===== config.mk =====
export PLATFORM = sky130hd
export DESIGN_NAME = frq_period_meter
export DESIGN_NICKNAME = d
export VERILOG_FILES = /design/src/rtl/frq_period_meter.sv
export SDC_FILE = /design/constraint.sdc
export NUM_CORES = 1
export LEC_CHECK = 0
export CORE_UTILIZATION = 35
export DETAILED_ROUTE_END_ITERATION = 10
export HOLD_SLACK_MARGIN = 0.08
export PLACE_DENSITY_LB_ADDON = 0.15
export REMOVE_ABC_BUFFERS = 1
export SETUP_SLACK_MARGIN = 0.2
export SYNTH_ARGS = -nofsm -noshare
export SYNTH_HDL_FRONTEND = slang
export SYNTH_SLANG_ARGS = --single-unit

===== constraint.sdc =====
create_clock -name clk -period 2.8 [get_ports clk]
set_input_delay 0.28 -clock clk [delete_from_list [all_inputs] [get_ports clk]]
set_output_delay 0.28 -clock clk [all_outputs]
set_load 0.03 [all_outputs]

===== src/rtl/frq_period_meter.sv =====
// frq_period_meter: measures period and high time of an asynchronous input
// in local clk cycles, flags lock on stable periods and timeout on no edges.
module frq_period_meter #(
  parameter int unsigned CNT_W      = 16,
  parameter int unsigned TIMEOUT    = 65535,
  parameter int unsigned MIN_STABLE = 2
) (
  input  logic             clk,
  input  logic             reset_n,
  input  logic             sig_in,
  input  logic             en,
  output logic [CNT_W-1:0] period,
  output logic [CNT_W-1:0] high_time,
  output logic             valid,
  output logic             locked,
  output logic             timeout
);

  localparam logic [CNT_W-1:0] TO_VAL = CNT_W'(TIMEOUT);
  localparam logic [3:0]       MS_VAL = 4'(MIN_STABLE);

  typedef enum logic [1:0] {
    IDLE = 2'd0,
    ARM  = 2'd1,
    MEAS = 2'd2
  } state_t;

  state_t           state, state_nxt;
  logic             s1, s2, s3;
  logic             rise, fall;
  logic [CNT_W-1:0] cnt;
  logic [CNT_W-1:0] hi_cap;
  logic [3:0]       match_cnt, match_nxt;
  logic             have_prev;
  logic             near;

  // Decoded actions for the current cycle
  logic cnt_clr, cnt_one, do_cap, do_to, hi_ld, lock_clr;

  assign rise = s2 & ~s3;
  assign fall = ~s2 & s3;

  // Two-flop synchronizer plus history flop for edge detection
  always_ff @(posedge clk or negedge reset_n) begin
    if (!reset_n) begin
      s1 <= 1'b0;
      s2 <= 1'b0;
      s3 <= 1'b0;
    end else begin
      s1 <= sig_in;
      s2 <= s1;
      s3 <= s2;
    end
  end

  // New period within +/-1 of the last reported one (synchronizer jitter)
  always_comb begin
    logic [CNT_W:0] cnt_x, per_x;
    cnt_x = {1'b0, cnt};
    per_x = {1'b0, period};
    near  = (cnt_x == per_x) || (cnt_x == per_x + 1'b1) || (per_x == cnt_x + 1'b1);
    match_nxt = '0;
    if (have_prev && near)
      match_nxt = (match_cnt >= MS_VAL) ? MS_VAL : match_cnt + 4'd1;
  end

  // Next-state and action decode; en=0 overrides everything and forces IDLE
  always_comb begin
    state_nxt = state;
    cnt_clr   = 1'b0;
    cnt_one   = 1'b0;
    do_cap    = 1'b0;
    do_to     = 1'b0;
    hi_ld     = 1'b0;
    lock_clr  = 1'b0;
    case (state)
      IDLE: begin
        cnt_clr  = 1'b1;
        lock_clr = 1'b1;
        if (en) state_nxt = ARM;
      end
      ARM: begin
        if (rise) begin
          cnt_one   = 1'b1;
          state_nxt = MEAS;
        end else if (cnt == TO_VAL) begin
          do_to   = 1'b1;
          cnt_clr = 1'b1;
        end
      end
      MEAS: begin
        // rise takes priority over a coincident timeout
        if (rise) begin
          do_cap  = 1'b1;
          cnt_one = 1'b1;
        end else if (cnt == TO_VAL) begin
          do_to     = 1'b1;
          lock_clr  = 1'b1;
          cnt_clr   = 1'b1;
          state_nxt = ARM;
        end
        if (fall && !rise) hi_ld = 1'b1;
      end
      default: state_nxt = IDLE;
    endcase
    if (!en) begin
      state_nxt = IDLE;
      cnt_clr   = 1'b1;
      cnt_one   = 1'b0;
      do_cap    = 1'b0;
      do_to     = 1'b0;
      hi_ld     = 1'b0;
      lock_clr  = 1'b1;
    end
  end

  // FSM state register
  always_ff @(posedge clk or negedge reset_n) begin
    if (!reset_n) state <= IDLE;
    else          state <= state_nxt;
  end

  // Rise-to-rise counter, saturating
  always_ff @(posedge clk or negedge reset_n) begin
    if (!reset_n)           cnt <= '0;
    else if (cnt_clr)       cnt <= '0;
    else if (cnt_one)       cnt <= CNT_W'(1);
    else if (cnt != '1)     cnt <= cnt + 1'b1;
  end

  // Measurement capture, timeout flag and lock tracking
  always_ff @(posedge clk or negedge reset_n) begin
    if (!reset_n) begin
      period    <= '0;
      high_time <= '0;
      hi_cap    <= '0;
      valid     <= 1'b0;
      timeout   <= 1'b0;
      locked    <= 1'b0;
      match_cnt <= '0;
      have_prev <= 1'b0;
    end else begin
      valid <= do_cap;
      if (hi_ld) hi_cap <= cnt;
      if (do_cap) begin
        period    <= cnt;
        high_time <= hi_cap;
        timeout   <= 1'b0;
      end else if (do_to) begin
        timeout <= 1'b1;
      end
      // first capture after entering MEAS has no reference period
      if (do_cap)                have_prev <= 1'b1;
      else if (state_nxt != MEAS) have_prev <= 1'b0;
      if (lock_clr) begin
        match_cnt <= '0;
        locked    <= 1'b0;
      end else if (do_cap) begin
        match_cnt <= match_nxt;
        locked    <= (match_nxt >= MS_VAL);
      end
    end
  end

endmodule


# After elaboration in Yosys (flattened, before gate mapping)
# Index checks and enable logic that the tools add are counted.
[totals]
regBits = 77
latch_bits = 0
mem_bits_rw = 0
romBits = 0
input_bits = 4
out_inout_bits = 35
wordCells = 76
n_memories = 0
[op_classes]
n_addsub = 4
mul = 0
div = 0
order_cmp = 2
n_eq_ne = 8
n_shift = 0
n_mux = 34
n_bitwise = 4
reduce_logical = 11
[ops]
columns = ["operator", "count"]
rows = [
  ["two-way mux 16 bit", 3],
  ["adder 16 x 1 -> 17 bit, second input constant", 2],
  ["== test 16 x 17 -> 1 bit", 2],
  ["two-way mux 1 bit", 20],
  ["adder 16 x 1 -> 16 bit, second input constant", 1],
  ["== test 16 bit", 1],
  ["== test 16 bit, second input constant", 1],
  ["two-way mux 4 bit", 4],
  ["!= test 16 bit, second input constant", 1],
  [">= comparator 4 x 2 -> 1 bit, second input constant", 2],
  ["two-way mux 2 bit", 4],
  ["one-hot mux 2 bit (3 select lines)", 1],
  ["nonzero test 2 bit", 3],
  ["adder 4 x 1 -> 4 bit, second input constant", 1],
  ["one-hot mux 1 bit (2 select lines)", 2],
  ["nonzero test 3 bit", 1],
  ["bitwise AND 1 bit", 2],
  ["== test 2 x 1 -> 1 bit, second input constant", 1],
  ["== test 2 bit, second input constant", 1],
  ["logical AND 1 bit", 2],
  ["logical NOT 2 bit", 1],
  ["logical OR 1 bit", 2],
  ["!= test 2 bit, second input constant", 1],
  ["inverter 1 bit", 2],
  ["other kinds (2)", 2],
]

# Depth between registers and ports, before layout
# Gate-level depths: netlist (run 1).
[logic_depth]
word_depth = 9
depth_mapped = 10
depth_no_buf = 8

# Worst setup path after synthesis (run 1)
# OpenSTA, ideal clock, no wires.
[synth_timing]
kind = "reg-to-reg"
startpoint = "register period[3]"
endpoint = "register match_cnt[1]"
setup_time_ns = 0.080
t_arrival_ns = 2.217
required_time_ns = 2.720
setup_slack_ns = 0.502
stages_incl_launch_ff = 10
n_path_buf = 2
period_less_slack_ns = 2.298
path_cell_list = "dfrtp_1 buf_2 and4_1 clkbuf_1 nand3_1 nor3_1 xor2_1 nor4_1 nand4_1 o211ai_2"
[synth_between]
elab_chain_cells = 8
word_cells_on_any_way = 10
classes_between = "1 x add/sub; 3 x eq/ne; 3 x mux; 3 x reduce/logical"
[synth_lines]
columns = ["item", "line", "text"]
rows = [
  ["from (decl)", "12", "output logic [CNT_W-1:0] period,"],
  ["from (signal assigned)", "146", "period <= cnt;"],
  ["adder 16 x 1 -> 17 bit", "61", "near = (cnt_x == per_x) || (cnt_x == per_x + 1'b1) || (per_x == cnt_x + 1'b1);"],
  ["== test 16 x 17 -> 1 bit", "61", ""],
  ["logical OR 1 bit", "61", ""],
  ["logical OR 1 bit *", "61", ""],
  ["logical AND 1 bit *", "63", "if (have_prev && near)"],
  ["two-way mux 4 bit *", "63", ""],
  ["two-way mux 4 bit *", "158", "end else if (do_cap) begin"],
  ["two-way mux 4 bit *", "155", "if (lock_clr) begin"],
  ["to (signal assigned)", "159", "match_cnt <= match_nxt;"],
  ["to (decl)", "33", "logic [3:0] match_cnt, match_nxt;"],
]
# Mark *: on every way between the ends. The rest lies on a longest branch, timed or not. The select of a mux whose other input is x is not followed.
# A chain may end at the register's enable or synchronous reset.

# Final worst setup path (run 1)
[layout_timing]
startpoint = "register cnt[9]"
endpoint = "register match_cnt[1]"
[layout_between]
elab_chain_cells = 7
word_cells_on_any_way = 16
classes_between = "1 x add/sub; 4 x eq/ne; 7 x mux; 4 x reduce/logical"
[layout_lines]
columns = ["item", "line", "text"]
rows = [
  ["from (decl)", "31", "logic [CNT_W-1:0] cnt;"],
  ["from (signal assigned)", "128", "else if (cnt != '1) cnt <= cnt + 1'b1;"],
  ["adder 16 x 1 -> 17 bit (tied with other cells)", "61", ""],
  ["== test 16 x 17 -> 1 bit / logical OR 1 bit (equally long branches)", "61", ""],
  ["logical OR 1 bit", "61", ""],
  ["logical AND 1 bit", "63", ""],
  ["two-way mux 4 bit", "63", ""],
  ["two-way mux 4 bit", "158", ""],
  ["two-way mux 4 bit", "155", ""],
]
# Parallel ways exist; a longest one is shown, timed or not. The select of a mux whose other input is x is not followed.

==> metrics, run 1 <==
largest family of logic cells by synthesized area simple AND/OR/NAND/NOR gates; crit-path max FO 9; sequential area share after synthesis 0.4547; complex-gate fraction of the synthesized area 0.1137; Detailed Route Iter0 Violations 165; Distinct cells, synth 52; Final period util 0.8433; area leader, netlist dfrtp_1; # setup viols final 0; grt ovf 0; row count 39; CTS Root Cell clkbuf_16; DRT Pass-1 Iters 10; Final ANT Viol Nets 0; CP arrival 2.63 ns; Warnings, synthesis 0; clk_lat worst skew 0.35 ns; Buffers on Ports 38; Hold Fails Final Rpt 0; Post-synth EDFFs 0; CP Launch Type register; mux contribution to synthesized area 0.03395; gr usage total 0.1911; Vias 3,531; # resized after CTS 0; # hold bufs at CTS 0; sum of negative setup slack 0 ns; Clock Tree Buf Depth 2; TritonCTS clock tree yes; Area Overhead vs Synth 22.14%; Final #Nets 532; WP data required 3.07 ns; antenna fix cells 0; Reg2Reg Depth 8; Slew Limit Fails 0; clk_skew 0.008843 ns; Synth Area in XOR/XNOR 0.07234; Period minus WS final 2.361 ns; gpl congestion 0.9049; antenna violations before repair 0; Mapped Area 0.004238 mm²; final WL 11,170 µm; Synth Area in Adders 0.02362; Placed Cells incl. Taps 652; core footprint 0.01161 mm²; #FFs+latches synth 77; Placement Cell Area 0.004842 mm²; non-filler cells, final 667; slowest cell delay on critical path 0.59 ns; maximum VDD drop 0.3473 mV; Initial Util 0.3649; simple-gate share of the synthesized area 0.2548; LEAKAGE 2.363 nW; pwr/cell area 496.0 mW/mm²; die area 0.01255 mm²; share of cells above drive strength 1 0.1126; H-tree levels 3; Area contributors post-synth dfrtp_1 45%, nand2_1 9.7%, xor2_1 4.3%; HPWL Detailed 7835 µm; count leader, synth nand2_1; share of synthesized flip-flops with an asynchronous set or reset 1.000; vias in the first global route 3,478; Routed WL per cell 16.74 µm; Cells after Synth 484; first-pass GRT wire length 18,420 µm; CTS Sinks 77; largest net degree at the start of global routing 78; RSZ-0062 raised after global routing false; kind of critical path reg -> reg; FMAX 423.5 MHz; min-delay worst type in -> async; Die Wd 112.0 µm; failing checks DRC; CP delay by family, top simple AND/OR/NAND/NOR gates; synthesized area per cell 8.756 µm²; worst path cell trace nand3_1 > or4_4 > nor3_4 > xnor2_1 > a211oi_2 > a31oi_1 > buf_4 > o211ai_2; Crit. End Element register; Crit path depth 8; Ports 39; Critical path buffers and inverters 1; post-CTS setup buffers 0; Die H 112.0 µm; cts bufs inserted 9; residual DRC count 1; area fraction of the dominant cell type after synthesis 0.4547; outcome finished, violations left; most common library cells after synthesis 110 x nand2_1, 77 x dfrtp_1, 23 x nand3_1, 23 x nor2_1, 22 x clkbuf_1; maxcap violations 0; DR vias/cell 5.294; final instance area 0.005176 mm²; Clk pin slew, worst setup/hold paths 0.06 ns; CP max-delay cell or4_4; Worst Max-Slew Pin Slew 0.9866 ns; Most used DFF post-synth dfrtp_1; slew margin rel. 0.3423
state kept, by name, summed over array words and instances (netlist names):
name / cells
have_prev: 1
s1: 1
state: 2
s3: 1
valid: 1
match_cnt: 4
hi_cap: 16
high_time: 16
locked: 1
s2: 1
timeout: 1
cnt: 16
period: 16
per-layer routing:
metal  up-vias  track usage  part of all wire
li1       1739            -                 -
met1      1731       0.2597              0.49
met2        54       0.2998              0.47
met3         7      0.04968             0.036
met4         0      0.05778             0.010
met5         -            0                 0
metrics by stage:
stage	setup WS, ns	total power, W	hold WS (ns)	utilization
after floorplan	0.2219	0.001236	-0.01559	-
after detailed placement	0.3457	0.001312	0.3363	0.4169
after CTS	0.3278	0.002602	0.1443	0.4448
after global placement	0.3997	0.001311	0.3371	0.4169
final	0.4388	0.002567	0.1067	0.4457
after global routing	0.2720	0.002652	0.1943	0.4457
logic make-up after synthesis:
logic type	Yosys count
multiplexers	13
AND/OR/NAND/NOR	225
flip-flops	77
AO/OA/AOI/OAI	76
adder cells (fa/ha/maj)	8
buffers and inverters	50
XOR/XNOR	35
path summary, 6_finish.rpt:
kind / to / slack [ns] / from
max in group asynchronous: hi_cap[13] / 2.08 / reset_n
hold / removal: high_time[3] / 0.11 / reset_n
min in group clk: s2 / 0.36 / s1
setup / recovery: match_cnt[1] / 0.44 / cnt[9]
hold reg to reg: s2 / 0.36 / s1
setup reg to reg: match_cnt[1] / 0.44 / cnt[9]
power breakdown:
| group | internal (W) | switching, W |
|---|---|---|
| Clock | 0.000802 | 0.000474 |
| Sequential | 0.00112 | 0.0000142 |
| Combinational | 0.0000542 | 0.0000976 |
| Total | 0.00198 | 0.000586 |
area by class of cell:
cell class / count / area, µm²
fillers: 1172 / 6437
multi-input cells: 357 / 2122
flip-flops and latches: 77 / 1927
repair buffers: 60 / 568.0
clock buffers: 10 / 239.0
well taps: 143 / 178.9
clock inverters: 5 / 85.08
inverters: 15 / 56.30
cells in the final DEF (no fill, tap or decap), types with 3 or more instances in the layout:
cell / count
a211oi_1: 8
a21oi_1: 21
a31oi_1: 4
and2_1: 3
and3_1: 9
and4_1: 3
buf_4: 21
clkbuf_16: 9
clkdlybuf4s50_1: 37
dfrtp_1: 77
ha_1: 8
inv_1: 14
mux2_2: 11
nand2_1: 110
nand2b_1: 3
nand3_1: 23
nand4_1: 13
nor2_1: 23
nor2b_1: 3
nor3_1: 9
nor3b_1: 6
nor4_1: 8
o21ai_0: 21
xnor2_1: 14
xor2_1: 21
Note: power is estimated with default switching activity, not from simulation.
==> run 2, diff against run 1 <==
==> constraint.sdc (replaced) <==
create_clock -name clk -period 2.4 [get_ports clk]
set_input_delay 0.24 -clock clk [delete_from_list [all_inputs] [get_ports clk]]
set_output_delay 0.24 -clock clk [all_outputs]
set_load 0.03 [all_outputs]
==> metrics, run 2 (synthesis gave the netlist of run 1 again) <==
Routed WL per cell 16.10 µm (was 16.74 µm); pwr/cell area 555.0 mW/mm² (was 496.0 mW/mm²); commonest non-fill, non-tap cell in the layout nand2_1 (unchanged); CP Launch Type register (unchanged); DR vias/cell 5.273 (was 5.294); antenna fix cells 0 (unchanged); RR Startpoint cnt[1] (was cnt[9]); Core Util, Final 0.4684 (was 0.4457); Final #Nets 559 (was 532); vias in the first global route 3,516 (was 3,478); residual DRC count 2 (was 1); slew margin rel. 0.6461 (was 0.3423); largest net degree at the start of global routing 46 (was 78); maximum VDD drop 0.3486 mV (was 0.3473 mV); H-tree levels 3 (unchanged); Vias 3,665 (was 3,531); Filler cells 1,154 (was 1,172); RSZ-0062 raised after global routing true (was false); Slew Limit Fails 0 (unchanged); failing checks DRC (unchanged); first-pass GRT wire length 18,330 µm (was 18,420 µm); met1 Use GR 0.2565 (was 0.2597); Final period util 0.9040 (was 0.8433); antenna violations before repair 0 (unchanged); Buffers on Ports 38 (unchanged); Detailed Route Iter0 Violations 183 (was 165); TritonCTS clock tree yes (unchanged); Clk pin slew, worst setup/hold paths 0.06 ns (about the same); CP arrival 2.44 ns (was 2.63 ns); final WL 11,190 µm (was 11,170 µm); die area 0.01255 mm² (unchanged); hold worst-path end s1; Final ANT Viol Nets 0 (unchanged); Worst Max-Slew Pin Slew 0.5291 ns (was 0.9866 ns); DRT Pass-1 Iters 7 (was 10); reg2reg setup slack 0.23 ns (was 0.44 ns); maxcap violations 0 (unchanged); CTS Root Cell clkbuf_16 (unchanged); Area Overhead vs Synth 28.37% (was 22.14%); Clock Tree Buf Depth 2 (unchanged); Ports 39 (unchanged); clk_lat worst skew 0.35 ns (about the same); LEAKAGE 2.498 nW (was 2.363 nW); row count 39 (unchanged); Initial Util 0.3649 (unchanged); multi-input logic area 0.002175 mm² (was 0.002122 mm²); cts bufs inserted 9 (unchanged); clk_skew 0.01005 ns (was 0.008843 ns); # setup viols final 0 (unchanged); WP data required 2.67 ns (was 3.07 ns); flip-flop and latch area 0.001932 mm² (was 0.001927 mm²); most frequent cells in the layout 110 x nand2_1, 73 x dfrtp_1, 47 x buf_4 (was 110 x nand2_1, 77 x dfrtp_1, 37 x clkdlybuf4s50_1); gpl congestion 0.8418 (was 0.9049); Crit. End Element register (unchanged); kind of critical path reg -> reg (unchanged); WHS Path Cells 1; Reg2Reg Depth 10 (was 8); FMAX 460.9 MHz (was 423.5 MHz); outcome finished, violations left (unchanged); hold slack final 0.3322 ns (was 0.1067 ns); share of cells above drive strength 1 0.1830 (was 0.1126); GR met3 Demand/Resource 0.04212 (was 0.04968); Die Wd 112.0 µm (unchanged); Hold Crit Start sig_in; Period minus WS final 2.170 ns (was 2.361 ns); Die H 112.0 µm (unchanged); HPWL Detailed 7958 µm (was 7835 µm); gr usage total 0.1894 (was 0.1911); grt ovf 0 (unchanged); core footprint 0.01161 mm² (unchanged); CTS Sinks 77 (unchanged); Reg-to-Reg End match_cnt[1] (unchanged); Hold Fails Final Rpt 0 (unchanged); M2 GR Usage 0.2936 (was 0.2998); min-delay worst type in -> reg (was in -> async); GR peak layer met2 (unchanged); crit-path max FO 7 (was 9)
## run 2: cell type report
class,instances,share of cell area
clock inverters,5,0.01518
clock buffers,11,0.04462
repair buffers,87,0.1421
multi-input cells,357,0.3997
well taps,143,0.03289
flip-flops and latches,77,0.3551
inverters,15,0.01035
## run 2: worst max-delay path by stage
stage,cells after the start,start,to,slack (ns)
detailed placement,8,cnt[4],match_cnt[1],0.08
global route,10,cnt[1],match_cnt[0],0.08
floorplan,8,cnt[1],cnt[12],-0.18
global placement,8,period[1],locked,0.13
CTS,9,cnt[1],match_cnt[1],0.19
finish,10,cnt[1],match_cnt[1],0.23
## run 2: per-stage QoR
| stage | TNS, ns | power, W | instances | setup WS, ns | instance area [µm²] |
|---|---|---|---|---|---|
| floorplan | -3.682 | 0.001442 | 449 | -0.1781 | 4095 |
| finish | 0 | 0.003020 | 695 | 0.2304 | 5440 |
| detailed placement | 0 | 0.001540 | 668 | 0.08235 | 4962 |
| CTS | 0 | 0.003049 | 687 | 0.1877 | 5335 |
| global route | 0 | 0.003144 | 695 | 0.07741 | 5440 |
| global placement | 0 | 0.001538 | 668 | 0.1297 | 4962 |
## run 2: worst max-delay path, cell delays in order (launching register included)
cell	delay, ns
dfrtp_1	0.43
ha_2	0.20
buf_4	0.16
and4_1	0.22
and2_4	0.18
xnor2_2	0.15
nand4_1	0.15
a211oi_2	0.17
a31oi_1	0.12
buf_4	0.17
o211ai_2	0.15
## run 2: timing repair
item | in CTS | in global routing
hold buffers | 1 | 0
pin swaps | 1 | 2
gates resized for setup | 8 | 13
hold endpoints to repair | 32 | 0
setup endpoints to repair | 19 | 23
setup buffers | 2 | 8
## run 2: where the power goes
group	total [W]	internal, W	switching, W
sequential	0.00133	0.00131	0.0000172
combinational	0.000196	0.0000777	0.000118
clock	0.00149	0.000943	0.000552
## run 2: metal layers
layer,share of wire,vias to the layer above
li1,-,1804
met1,0.48,1757
met2,0.46,81
met3,0.041,23
met4,0.022,0
met5,0,-
==> run 3, diff against run 2 <==
--- a/config.mk
+++ b/config.mk
@@ -8,7 +8,7 @@
 export CORE_UTILIZATION = 35
 export DETAILED_ROUTE_END_ITERATION = 10
 export HOLD_SLACK_MARGIN = 0.08
-export PLACE_DENSITY_LB_ADDON = 0.15
+export PLACE_DENSITY_LB_ADDON = 0.3
 export REMOVE_ABC_BUFFERS = 1
 export SETUP_SLACK_MARGIN = 0.2
 export SYNTH_ARGS = -nofsm -noshare
==> metrics, run 3 (synthesis gave the netlist of run 1 again) <==
antenna fix cells 0 (unchanged); non-filler cells, final 692 (was 695); Period minus WS final 2.280 ns (was 2.170 ns); Placed Cells incl. Taps 666 (was 668); gpl congestion 0.8929 (was 0.8418); Detailed Route Iter0 Violations 210 (was 183); pwr/cell area 540.8 mW/mm² (was 555.0 mW/mm²); CTS Root Cell clkbuf_16 (unchanged); CTS Sinks 77 (unchanged); outcome finished, violations left (unchanged); clk_lat worst skew 0.35 ns (about the same); cts bufs inserted 9 (unchanged); gr usage total 0.1919 (was 0.1894); Die Wd 112.0 µm (unchanged); FMAX 438.6 MHz (was 460.9 MHz); antenna violations before repair 0 (unchanged); kind of critical path reg -> reg (unchanged); slew margin rel. 0.3560 (was 0.6461); final WL 11,490 µm (was 11,190 µm); Final #Nets 556 (was 559); Routed WL per cell 16.61 µm (was 16.10 µm); Clk pin slew, worst setup/hold paths 0.06 ns (about the same); Critical path buffers and inverters 0 (was 2); Buffers on Ports 38 (unchanged); LEAKAGE 2.514 nW (was 2.498 nW); Die H 112.0 µm (unchanged); CP delay by family, top simple AND/OR/NAND/NOR gates (unchanged); largest net degree at the start of global routing 78 (was 46); Net Sw Power 0.0006940 W (was 0.0006868 W); failing checks DRC (unchanged); Initial Util 0.3649 (unchanged); Slew Limit Fails 0 (unchanged); most frequent cells in the layout 109 x nand2_1, 73 x dfrtp_1, 42 x buf_4 (was 110 x nand2_1, 73 x dfrtp_1, 47 x buf_4); worst path cell trace ha_2 > nand4_1 > nor4_4 > and3_4 > xor2_2 > nor4_4 > a31oi_4 > o211ai_2 (was ha_2 > buf_4 > and4_1 > and2_4 > xnor2_2 > nand4_1 > a211oi_2 > a31oi_1 > buf_4 > o211ai_2); first-pass GRT wire length 18,700 µm (was 18,330 µm); maxcap violations 0 (unchanged); min-delay worst type in -> async (was in -> reg); commonest non-fill, non-tap cell in the layout nand2_1 (unchanged); RSZ-0062 raised after global routing true (unchanged); die area 0.01255 mm² (unchanged); CP Launch Type register (unchanged); clock power share 0.492 (was 0.495); DP Worst Slack 0.05542 ns (was 0.08235 ns); Final period util 0.9499 (was 0.9040); # hold bufs at CTS 0 (was 1); clk_skew 0.009899 ns (was 0.01005 ns); Worst Max-Slew Pin Slew 0.9660 ns (was 0.5291 ns); Area Overhead vs Synth 31.83% (was 28.37%); row count 39 (unchanged); TritonCTS clock tree yes (unchanged); Vias 3,676 (was 3,665); maximum VDD drop 0.4567 mV (was 0.3486 mV); DR vias/cell 5.312 (was 5.273); Gate power share 0.068 (was 0.065); Worst path most repeated cell nor4_4 (was buf_4); vias in the first global route 3,606 (was 3,516); Ports 39 (unchanged); P_int 0.002327 W (was 0.002333 W); Hold Fails Final Rpt 0 (unchanged); Final ANT Viol Nets 0 (unchanged); WP data required 2.67 ns (about the same); Crit. End Element register (unchanged); # setup viols final 0 (unchanged); grt ovf 0 (unchanged); CP max-delay cell dfrtp_1 (unchanged); core footprint 0.01161 mm² (unchanged); HPWL Detailed 7834 µm (was 7958 µm); reg2reg setup slack 0.12 ns (was 0.23 ns); switch share 0.2297 (was 0.2275); crit-path max FO 4 (was 7); DRT Pass-1 Iters 8 (was 7); CP arrival 2.55 ns (was 2.44 ns); slowest cell delay on critical path 0.41 ns (was 0.43 ns); H-tree levels 3 (unchanged); residual DRC count 1 (was 2); share of cells above drive strength 1 0.2168 (was 0.1830); Clock Tree Buf Depth 2 (unchanged); final worst slack 0.1202 ns (was 0.2304 ns); sequential share of power 0.440 (about the same)
run 3: cell count changes in the layout (fill, tap and decap cells not counted), moves of 2 or more:
cell / previous run / this run
a21oi_2: 2 / 6
a21oi_1: 19 / 14
nor4_2: 2 / 0
nor2_4: 0 / 5
nor4_4: 0 / 2
a211oi_1: 8 / 4
a211oi_2: 1 / 5
buf_6: 0 / 2
nor2_1: 23 / 17
buf_4: 47 / 42
run 3: metal layers:
metal / up-vias / wire length, µm / global-route usage
met5: - / 0 / 0
met4: 0 / 159 / 0.06400
met3: 15 / 502 / 0.03456
met2: 89 / 5581 / 0.3147
met1: 1780 / 5249 / 0.2574
li1: 1792 / - / -
run 3: worst paths after layout:
| check | start | endpoint | depth (start not counted) |
|---|---|---|---|
| max | cnt[0] | match_cnt[1] | 8 |
| min | reset_n | s1 | 1 |
| max reg2reg | cnt[0] | match_cnt[1] | 8 |
| min reg2reg | s1 | s2 | 0 |
| max in group asynchronous | reset_n | period[0] | 1 |
| min in group clk | sig_in | s1 | 1 |
run 3: through the flow:
stage / hold slack (ns) / area [µm²] / util / total power (W) / TNS [ns]
2_1_floorplan: -0.05559 / 4095 / - / 0.001442 / -3.682
3_3_place_gp: 0.3358 / 4947 / 0.4260 / 0.001528 / 0
3_5_place_dp: 0.3363 / 4947 / 0.4260 / 0.001532 / 0
4_1_cts: 0.1090 / 5315 / 0.4577 / 0.003032 / 0
5_1_grt: 0.1678 / 5587 / 0.4810 / 0.003121 / -0.02113
6_report: 0.05766 / 5587 / 0.4810 / 0.003021 / 0
run 3: layout make-up:
type | instances | area [µm²]
clock buffers | 10 | 239.0
clock inverters | 6 | 86.33
fillers | 1128 | 6027
inverters | 15 | 56.30
multi-input cells | 357 | 2321
flip-flops and latches | 77 | 1932
well taps | 143 | 178.9
repair buffers | 84 | 773.2
run 3: power groups by stage:
stage,Clock (W),Sequential [W],Combinational (W)
after floorplan,0,0.00137,0.0000742
after global placement,0,0.00135,0.000176
after detailed placement,0,0.00135,0.000178
after CTS,0.00152,0.00133,0.000179
after global routing,0.00157,0.00133,0.000225
final,0.00149,0.00133,0.000205
run 3: timing repair:
item / CTS / global route
gates resized for setup: 9 / 42
gates cloned: 0 / 1
setup endpoints to repair: 19 / 23
setup buffers: 0 / 9
endpoints found under the hold margin: 0 / 0
pin swaps: 1 / 19
run 3: worst register-to-register path, stage by stage, from the launching register on:
cell	delay, ns
dfrtp_1	0.41
ha_2	0.21
nand4_1	0.16
nor4_4	0.41
and3_4	0.25
xor2_2	0.08
nor4_4	0.35
a31oi_4	0.17
o211ai_2	0.16
==> RTL change 1: new RTL, config.mk and constraints of run 1 <==
`CNT_W`: 16 -> 14.
--- a/src/rtl/frq_period_meter.sv
+++ b/src/rtl/frq_period_meter.sv
@@ -3,3 +3,3 @@
 module frq_period_meter #(
-  parameter int unsigned CNT_W      = 16,
+  parameter int unsigned CNT_W      = 14,
   parameter int unsigned TIMEOUT    = 65535,
Interface: changed (resized high_time and period); port bits go from 39 to 35. The function was not compared with the original's and may differ.
==> RTL change 1 against run 1 <==
  * Setup slack got worse by 0.38 ns
  * Combinational power fell by 24%
  * Die area fell by 12%
  * Cell area fell by 11%
  * Power fell by 20%
  * Clock skew rose by 0.00052 ns
  * Sequential cell count fell by 8
  * Routed wire length fell by 13%
  * Area after synthesis fell by 12%
  * Critical endpoint is now match_cnt[0]$_DFFE_PN0P_
  * Largest cell class unchanged
  * Largest power group is now registers
==> RTL change 1: results (changes against run 1) <==
| Metric | Value |
|---|---|
| Final clock skew | `0.00936 ns (+0.000520 ns)` |
| Status | `finished, final reports clean` |
| Mux contribution to synthesized area | `5.06% (+1.7 points)` |
| CTS root buf | `clkbuf_8` |
| Worst IR drop on VDD | `0.190 mV (-45%)` |
| GRT met3 Usage | `3.81% (-1.2 points)` |
| Drt pass-1 iters | `4 (-6)` |
| Switch Pwr | `472 uW (-19%)` |
| First-pass GRT wire length | `16.6 mm (-10%)` |
| FF-to-FF Start | `state[0]$_DFF_PN0_` |
| Seq/Total Area, Yosys | `46.6% (+1.1 points)` |
| Port buffer count | `34 (-11%)` |
| Leakage | `2.11 nW (-11%)` |
| Total Routing Usage GR | `19.5% (+0.36 points)` |
| Fill cells | `1032 (-12%)` |
| Clock group | `910 uW (-29%)` |
| Layout cells sized above 1 | `13.4% (+2.2 points)` |
| Pre-CTS WS | `-0.138 ns (-0.484 ns)` |
| Largest net degree at the start of global routing | `32 (-59%)` |
| Arrival time at the worst endpoint | `3.02 ns (+0.39 ns)` |
| Inst Count DP | `588 (-9.8%)` |
| Top cells by count, synth | `nand2_1, dfrtp_1, nor2_1` |
| Synth top area cells | `dfrtp_1, nand2_1, xnor2_1, mux2_2, xor2_1` |
| Relative slew slack | `58.0% (+24 points)` |
| WL met3 | `404 um (+1.5%)` |
| Yosys cell types | `46 (-12%)` |
| Gp weighted congestion | `0.842 (-6.9%)` |
| Clock slew at reported path FFs | `0.08 ns (+0.02 ns)` |
| Hold Path Class | `reg -> reg` |
RTL change 1: cell types whose count changed after synthesis, moves of 5 or more:
cell,before,now
buf_2,9,2
nor3b_1,6,1
and3_1,9,4
nand3_1,23,14
inv_1,14,8
dfrtp_1,77,69
xnor2_1,14,19
nand4_1,13,6
xor2_1,21,13
o21ai_0,21,9
a21oi_1,21,14
RTL change 1: final cells by class:
class / count / share of cell area, %
Inverter: 8 / 0.653
Tap cell: 136 / 3.70
Multi-Input combinational cell: 314 / 41.1
Timing Repair Buffer: 63 / 12.4
Sequential cell: 69 / 37.5
Clock inverter: 4 / 1.58
Clock buffer: 11 / 3.07
RTL change 1: per-stage QoR:
step | power, mW | TNS [ns] | utilization, % | instance area (um2)
after floorplan | 1.09 | -2.45 | - | 3610
after detailed placement | 1.15 | -0.512 | 42.2 | 4330
final | 2.04 | 0 | 44.8 | 4600
after CTS | 2.08 | 0 | 44.6 | 4590
after global routing | 2.12 | -0.169 | 44.8 | 4600
after global placement | 1.15 | -0.340 | 42.2 | 4330
RTL change 1: worst max-delay path by stage:
stage | endpoint | cells after the start | start | slack, ns
6_report | match_cnt[0]$_DFFE_PN0P_ | 9 | state[0]$_DFF_PN0_ | 0.06
3_5_place_dp | match_cnt[2]$_DFFE_PN0P_ | 8 | en | -0.14
3_3_place_gp | locked$_DFFE_PN0P_ | 8 | en | -0.09
5_1_grt | locked$_DFFE_PN0P_ | 9 | state[0]$_DFF_PN0_ | -0.06
4_1_cts | match_cnt[0]$_DFFE_PN0P_ | 9 | state[0]$_DFF_PN0_ | 0.05
2_1_floorplan | locked$_DFFE_PN0P_ | 9 | state[0]$_DFF_PN0_ | -0.61
==> RTL change 2: new RTL, config.mk and constraints of run 1 <==
Made on the original files. Encoding of `state_t`: now one-hot (3 bits for 3 states).
--- a/src/rtl/frq_period_meter.sv
+++ b/src/rtl/frq_period_meter.sv
@@ -21,6 +21,6 @@
 
-  typedef enum logic [1:0] {
-    IDLE = 2'd0,
-    ARM  = 2'd1,
-    MEAS = 2'd2
+  typedef enum logic [2:0] {
+    IDLE = 3'b001,
+    ARM  = 3'b010,
+    MEAS = 3'b100
   } state_t;
Check against the original RTL: no difference found for any inputs over 10 cycles, from zero or initial values and one cycle with reset_n low; not proved beyond that.
==> RTL change 2 against run 1 <==
  * Area after synthesis is 1.2% lower
  * Sequential share of layout area fell by 0.073 points
  * The flow still finishes with violations (DRC)
  * Critical path depth up 1
  * Critical path type unchanged
  * Largest cell class unchanged
  * Critical endpoint is now match_cnt[0]$_DFFE_PN0P_
  * Sequential cell count rose by 1
  * Setup slack got worse by 0.28 ns
  * Cell area up 1.7%
  * Routed wire length decreased by 5.6%
  * Global-route usage shrank 0.87 points
  * Largest power group unchanged
  * Power down 0.53%
==> RTL change 2: results (changes against run 1) <==
| Metric | Value |
|---|---|
| Seq/Total Area, Yosys | `46.7% (+1.2 points)` |
| Initial antenna violation count | `0 (unchanged)` |
| Reg2Reg Capture Point | `match_cnt[0]$_DFFE_PN0P_` |
| Reg2Reg Depth | `9 (+1)` |
| Top cells by count, synth | `nand2_1, dfrtp_1, nor2_1` |
| Status | `complete, but fails checks` |
| Fill cells | `1108 (-5.5%)` |
| First-pass GRT wire length | `17.7 mm (-3.9%)` |
| Arrival time at the worst endpoint | `2.89 ns (+0.26 ns)` |
| Final clock skew | `0.00621 ns (-0.00264 ns)` |
| WL/cell | `15.5 um (-7.3%)` |
| Fin nets | `539 (+1.3%)` |
| FF-to-FF Start | `period[0]$_DFFE_PN0P_` |
| Total Routing Usage GR | `18.2% (-0.87 points)` |
| Hold Slack | `0.0944 ns (-0.0123 ns)` |
| Routed vias | `3469 (-1.8%)` |
| Final std cells w/o fill | `679 (+1.8%)` |
| Syn avg cell area | `8.81 um2 (+0.66%)` |
| Detail Placement HPWL | `7.40 mm (-5.5%)` |
| Worst IR drop on VDD | `0.281 mV (-19%)` |
| Setup bufs post-CTS | `0 (unchanged)` |
| Syn. warnings | `0 (unchanged)` |
| Synth Flop Type | `dfrtp_1` |
| Layout cells sized above 1 | `15.7% (+4.4 points)` |
| CP max stage cell | `or4_1` |
| FFs w/ async S/R, synth | `100% (unchanged)` |
| Failing checks | `DRC` |
| Sw Share | `22.9% (+0.051 points)` |
| Yosys cell types | `53 (+1.9%)` |
| Largest net degree at the start of global routing | `79 (+1.3%)` |
| Crit Path Max Fanout | `4 (-5)` |
| Gp weighted congestion | `0.856 (-5.4%)` |
| Drt pass-1 iters | `7 (-3)` |
| Inst Count DP | `663 (+1.7%)` |
| Slowest cell delay on critical path | `0.52 ns (-0.07 ns)` |
| Relative slew slack | `33.4% (-0.85 points)` |
| N_diodes | `0 (unchanged)` |
| Vias in the first global route | `3407 (-2.0%)` |
| Internal reg-to-reg setup slack | `0.16 ns (-0.28 ns)` |
| Area after DPL | `4880 um2 (+0.88%)` |
| Synth top area cells | `dfrtp_1, nand2_1, xnor2_1, mux2_2, xor2_1` |
| 1st-iter DRT viols | `184 (+12%)` |
| Leakage | `2.43 nW (+3.0%)` |
| # DRC | `4 (+3)` |
[RTL change 2: worst register-to-register path, delay by kind of cell (launching register included)]
family / cells / cell delay [ns]
xor+xnor: 1 / 0.16
flops: 1 / 0.40
fa+ha+maj: 1 / 0.17
compound gates: 3 / 0.67
simple gates: 4 / 1.15
[RTL change 2: timing repair]
action                     in CTS  in global routing
pin swaps                       3                  2
gates resized for setup         6                  7
setup endpoints to repair      12                 19
[RTL change 2: cell families after synthesis]
family	count (synthesis)	synth area share, %
muxes	18	4.75
xor gates and xnor gates	36	7.53
DFF	78	46.7
adders and majority gates	4	1.20
and+or+nand+nor	235	26.3
buffers and inverters	39	4.06
AOI/OAI and AO/OA	65	9.50
[RTL change 2: how the worst max path moves through the flow]
stage,depth (start not counted),startpoint,to
2_1_floorplan,9,period[1]$_DFFE_PN0P_,locked$_DFFE_PN0P_
3_3_place_gp,9,period[0]$_DFFE_PN0P_,locked$_DFFE_PN0P_
3_5_place_dp,9,period[0]$_DFFE_PN0P_,match_cnt[0]$_DFFE_PN0P_
4_1_cts,9,period[0]$_DFFE_PN0P_,match_cnt[0]$_DFFE_PN0P_
5_1_grt,8,period[3]$_DFFE_PN0P_,match_cnt[0]$_DFFE_PN0P_
6_report,9,period[0]$_DFFE_PN0P_,match_cnt[0]$_DFFE_PN0P_
[RTL change 2: metal layers]
| metal | global-route usage (%) | wire length (um) | part of all wire [%] | up-vias |
|---|---|---|---|---|
| met1 | 25.8 | 5260 | 50 | 1649 |
| met3 | 2.56 | 390 | 3.7 | 15 |
| met4 | 8.20 | 210 | 2.0 | 0 |
| met5 | 0 | 0 | 0 | - |
| met2 | 27.8 | 4680 | 44 | 69 |
| li1 | - | - | - | 1736 |
[RTL change 2: layout make-up]
type	count	area, um2	share of cell area, %
Multi-Input combinational cell	358	2120	40.2
Tap cell	143	179	3.40
Inverter	9	33.8	0.642
Clock inverter	7	97.6	1.85
Sequential cell	78	1960	37.2
Timing Repair Buffer	75	656	12.5
Clock buffer	9	225	4.28
[RTL change 2: power groups by stage]
stage	clock (mW)	sequential [mW]	combinational, mW
after floorplan	0	1.18	0.0617
after global placement	0	1.18	0.132
after detailed placement	0	1.18	0.133
after CTS	1.29	1.15	0.133
after global routing	1.34	1.16	0.148
final	1.27	1.15	0.130
[RTL change 2: stage by stage]
step	setup TNS [ns]	setup slack, ns
6_report	0	0.158
5_1_grt	0	0.0278
4_1_cts	0	0.173
3_5_place_dp	0	0.00648
3_3_place_gp	0	0.0825
2_1_floorplan	-0.892	-0.267
